==> src/rtl/tmr_sipo_receiver.sv <==
// tmr_sipo_receiver: triplicated, self-scrubbing serial-to-parallel receiver with valid/ready output
module tmr_sipo_receiver #(
    parameter int width = 8,
    parameter bit lsb_first = 1'b1
) (
    input  logic             clk,
    input  logic             rst,
    input  logic             enable,
    input  logic             start,
    input  logic             serial_in,
    input  logic             out_ready,
    input  logic [2:0]       inj_flip,
    output logic [width-1:0] parallel_out,
    output logic             out_valid,
    output logic             busy,
    output logic             overrun,
    output logic [2:0]       fault
);
    localparam int CW = $clog2(width);
    typedef enum logic {IDLE, SHIFT} state_t;
    state_t           st_q [3];
    logic [CW-1:0]    cnt_q [3];
    logic [width-1:0] sh_q [3];
    state_t           st_v, st_d;
    logic [CW-1:0]    cnt_v, cnt_d;
    logic [width-1:0] sh_v, sh_d, shifted, par_q;
    logic             complete, valid_q, ovr_q;
    logic [2:0]       mis_d, fault_q;
    // Vote the replicas, then derive one shared next state from the voted values
    always_comb begin
        st_v = state_t'((st_q[0] & st_q[1]) | (st_q[0] & st_q[2]) | (st_q[1] & st_q[2]));
        cnt_v = (cnt_q[0] & cnt_q[1]) | (cnt_q[0] & cnt_q[2]) | (cnt_q[1] & cnt_q[2]);
        sh_v = (sh_q[0] & sh_q[1]) | (sh_q[0] & sh_q[2]) | (sh_q[1] & sh_q[2]);
        shifted = lsb_first ? {serial_in, sh_v[width-1:1]} : {sh_v[width-2:0], serial_in};
        complete = enable && st_v == SHIFT && cnt_v == CW'(width - 1);
        st_d = (enable && st_v == IDLE && start) ? SHIFT : complete ? IDLE : st_v;
        sh_d = (enable && (st_v == SHIFT || start)) ? shifted : sh_v;
        cnt_d = !enable ? cnt_v : st_v == IDLE ? (start ? CW'(1) : cnt_v) : complete ? '0 : cnt_v + CW'(1);
        mis_d = '0;
        for (int i = 0; i < 3; i++)
            mis_d[i] = st_q[i] != st_v || cnt_q[i] != cnt_v || sh_q[i] != sh_v;
    end
    // Rewrite every replica from the vote; test injection flips bit 0 after correction
    always_ff @(posedge clk) begin
        for (int i = 0; i < 3; i++) begin
            st_q[i] <= rst ? IDLE : st_d;
            cnt_q[i] <= rst ? '0 : cnt_d;
            sh_q[i] <= rst ? '0 : sh_d ^ {{(width-1){1'b0}}, inj_flip[i]};
        end
        fault_q <= rst ? 3'b000 : mis_d;
    end
    // Output holding register with valid/ready handshake and sticky overrun
    always_ff @(posedge clk) begin
        if (rst) begin
            par_q <= '0;
            valid_q <= 1'b0;
            ovr_q <= 1'b0;
        end else if (complete) begin
            if (!valid_q || out_ready) begin
                par_q <= shifted;
                valid_q <= 1'b1;
            end else begin
                ovr_q <= 1'b1;
            end
        end else if (valid_q && out_ready) begin
            valid_q <= 1'b0;
        end
    end
    assign parallel_out = par_q;
    assign out_valid = valid_q;
    assign busy = st_v == SHIFT;
    assign overrun = ovr_q;
    assign fault = fault_q;
endmodule

==> config.mk <==
export PLATFORM = sky130hd
export DESIGN_NAME = tmr_sipo_receiver
export DESIGN_NICKNAME = d
export VERILOG_FILES = /design/src/rtl/tmr_sipo_receiver.sv
export SDC_FILE = /design/constraint.sdc
export NUM_CORES = 1
export LEC_CHECK = 0
export ABC_AREA = 1
export CAP_MARGIN = 20
export CORE_AREA = 2 2 57 54
export CTS_CLUSTER_SIZE = 16
export DETAILED_ROUTE_END_ITERATION = 8
export DIE_AREA = 0 0 59 56
export DONT_BUFFER_PORTS = 1
export MAX_ROUTING_LAYER = met4
export SETUP_SLACK_MARGIN = 0.15
export SLEW_MARGIN = 20
export SYNTH_ARGS = -nofsm -noshare
export SYNTH_HDL_FRONTEND = slang
export SYNTH_SLANG_ARGS = --single-unit
==> constraint.sdc <==
create_clock -name clk -period 1.4 [get_ports clk]
set_input_delay 0.21 -clock clk [delete_from_list [all_inputs] [get_ports clk]]
set_output_delay 0.21 -clock clk [all_outputs]
set_load 0.005 [all_outputs]
==> metrics.md, run 1 <==
| Metric | Value |
|---|---|
| Root Driver | `clkbuf_4` |
| Layout cells sized above 1 | `16.9%` |
| Total power | `0.00130 W` |
| Area of the multi-input gates | `502 sq um` |
| Detail Placement HPWL | `1370 um` |
| Wire per inst | `10.9 um` |
| Worst slew margin relative to its limit | `78.7%` |
| Max cap viols | `0` |
| Final Cycle Share | `90.1%` |
| CP arrival | `1.49 ns` |
| Slowest cell on the critical path | `dfxtp_2` |
| Status | `completed` |
| Finish-stage setup viols | `0` |
| R2r setup slk | `0.14 ns` |
| Reg2reg start | `cnt_q[0][7]` |
| Crit end category | `register` |
| Hold path start | `serial_in` |
| Global-route wire length before repair | `3490 um` |
| Vias in the first global route | `849` |
| Top_reg_cell synth | `dfxtp_1` |
| Worst R2R Path Depth | `7` |
| Tmin final | `1.26 ns` |
| Dpl cells | `170` |
| Post-synth net total | `153` |
| Pin count of the biggest net entering global routing | `16` |
| Area delta synth->final | `12.6%` |
| Crit start category | `register` |
| Core Area | `0.00266 sq mm` |
| Hold Path Sink | `sh_q[0][15]` |
| Die X | `59 um` |
| Clock sink count | `27` |
| Via count | `864` |
| Cell area after synthesis | `0.00107 sq mm` |
| Final routed DRC violation total | `0` |
| Area leader, netlist | `dfxtp_1` |
| Final Non-Filler Cells | `178` |
| Fin. Hold Viols | `0` |
| Die area | `0.00330 sq mm` |
| Crit Path Max Fanout | `5` |
| Hold path depth | `2` |
| Clk pin slew, worst setup/hold paths | `0.14 ns` |
| Clock Latency Late Sink | `0.32 ns` |
| CTS tree | `yes` |
| Pre-antenna DRT Iters | `4` |
| Top cells by area, synth | `dfxtp_1 (50%), nor2_1 (14%), o21ai_0 (7.5%)` |
| DRT iter0 DRCs | `19` |
| Final worst slack | `0.138 ns` |
| Slew @ Worst Pin | `0.319 ns` |
| Die Y | `56 um` |
| Pre-CTS setup slack | `0.0912 ns` |
| Mean post-synth cell area | `7.57 sq um` |
| CTS Buf Count | `3` |
| Via density per instance | `4.85` |
| Async SR Flop Fraction | `0%` |
| Mapped Cells | `142` |
| All-Layer GR Usage | `13.9%` |
| Fmax | `0.792 GHz` |
| Fillers | `284` |
| Top Ports | `23` |
| Final TNS setup | `0 ns` |
| Min-delay worst type | `in2reg` |
| ANT nets after route | `0` |
| Critical Path Most Common Cell | `ha_4` |
| Leakage | `0.515 nW` |
| Initial Util | `40.4%` |
| Final slew viol count | `0` |
| Number of synthesized flops with an enable pin | `0` |
| WP data required | `1.63 ns` |
| Final #Nets | `160` |
| Unrepaired setup endpoints after global routing | `yes` |
| Initial antenna violation count | `0` |
| WHS | `0.0231 ns` |
| Share of the synthesized area in the top cell type | `50.3%` |
| Pwr Density | `1070 mW/mm^2` |
| YS warnings | `0` |
| Count leader, synth | `nor2_1` |
| H-tree depth | `1` |
| Global route total overflow | `0` |
| Slowest stage delay, CP | `0.38 ns` |
| Post-synthesis sequential area ratio | `50.3%` |
| Antenna diodes | `0` |
| Synth unique cells | `17` |
| Drt total wl | `1940 um` |
| Worst Clk Skew | `0.00219 ns` |
| Critical path class | `reg2reg` |
| Placer congestion estimate | `0.728` |
| Rows | `18` |
| Seq cells post-synth | `27` |
| Crit-path cells | `ha_4 > ha_4 > inv_2 > nor2_4 > nand2_4 > o21ai_1 > nor2_1` |
| Reg-to-Reg End | `parallel_out[2]` |
| Synth cell count leaders | `nor2_1 (39), dfxtp_1 (27), nand2_1 (21)` |
| FF+latch area | `544 sq um` |
| Clock buffer depth | `2` |
| Buffers added on ports | `0` |
| Worst setup path start | `cnt_q[0][7]` |
| Peak VDD IR | `0.387 mV` |
-- critical path, delay by kind of cell (launching register included) --
family / cells / cell delay, ns
flops: 1 / 0.38
simple gates: 3 / 0.35
fa+ha+maj: 2 / 0.25
compound gates: 1 / 0.15
buf+inv: 1 / 0.04
-- cell type report --
cell class | instances | area share [%]
clock buffer | 3 | 1.86
timing repair buffer | 4 | 2.69
clock inverter | 1 | 0.414
sequential | 27 | 45.0
tap | 30 | 3.10
inverter | 15 | 5.48
multi-input combinational | 98 | 41.5
-- logic make-up (layout without fill, tap and decap cells) --
group           count (synthesis)  after routing  synth area share (%)
flops                          27             27                  50.3
compound gates                 26             26                  12.7
fa+ha+maj                       2              2                  2.33
buf+inv                        18             23                  7.68
simple gates                   69             70                  27.0
-- repair_timing --
item                                    in CTS  in global routing
buffers inserted                             2                  0
hold buffers                                 1                  0
endpoints found under the hold margin        4                  0
gates resized for setup                      9                 13
pin swaps                                    3                  5
cloned                                       1                  0
endpoints found under the setup margin       9                 12
-- how the worst max path moves through the flow --
stage                      end  slack, ns
3_5_place_dp   parallel_out[7]       0.09
3_3_place_gp   parallel_out[0]       0.12
6_report       parallel_out[2]       0.14
5_1_grt        parallel_out[2]       0.06
2_1_floorplan  parallel_out[7]       0.19
4_1_cts        parallel_out[1]       0.14
-- where the power goes --
group	leakage, nW	switching, W	internal, W
Sequential	0.222	0.0000301	0.000808
Clock	0.0177	0.000221	0.000107
Combinational	0.276	0.0000832	0.0000504
-- per-layer routing --
metal	track usage (%)	vias to the layer above	wire (um)
met2	21.9	18	940
met4	7.14	0	39
met3	3.02	4	84
met1	16.3	385	873
li1	-	457	-
met5	-	-	0
-- stage by stage --
stage	cell area (sq um)	utilization (%)
3_5_place_dp	1100	41.3
6_report	1210	45.5
5_1_grt	1210	45.5
2_1_floorplan	1070	-
4_1_cts	1160	43.8
3_3_place_gp	1100	41.3
-- cell usage in the layout, fill, tap and decap left out, types with 3 or more instances in the layout --
| cell type | n |
|---|---|
| a21oi_1 | 8 |
| buf_4 | 3 |
| clkbuf_4 | 3 |
| dfxtp_1 | 24 |
| dfxtp_2 | 3 |
| inv_1 | 12 |
| nand2_1 | 20 |
| nand2_4 | 3 |
| nand3_1 | 5 |
| nor2_1 | 38 |
| o21ai_0 | 9 |
| o21ai_1 | 6 |
-- state kept, by name (all words and copies together) (netlist names) --
signal        cells
sh_q             10
overrun           1
parallel_out      8
out_valid         1
fault             3
cnt_q             3
st_q              1
No activity file was read; power rests on OpenSTA's default activity.
==> run 2: changes to the inputs <==
--- a/config.mk
+++ b/config.mk
@@ -12,6 +12,7 @@
 export DETAILED_ROUTE_END_ITERATION = 8
 export DIE_AREA = 0 0 59 56
 export DONT_BUFFER_PORTS = 1
+export GPL_TIMING_DRIVEN = 1
 export MAX_ROUTING_LAYER = met4
 export SETUP_SLACK_MARGIN = 0.15
 export SLEW_MARGIN = 20
==> results of run 2 <==
Same layout as run 1: the final DEF is identical, and so are final timing and power.
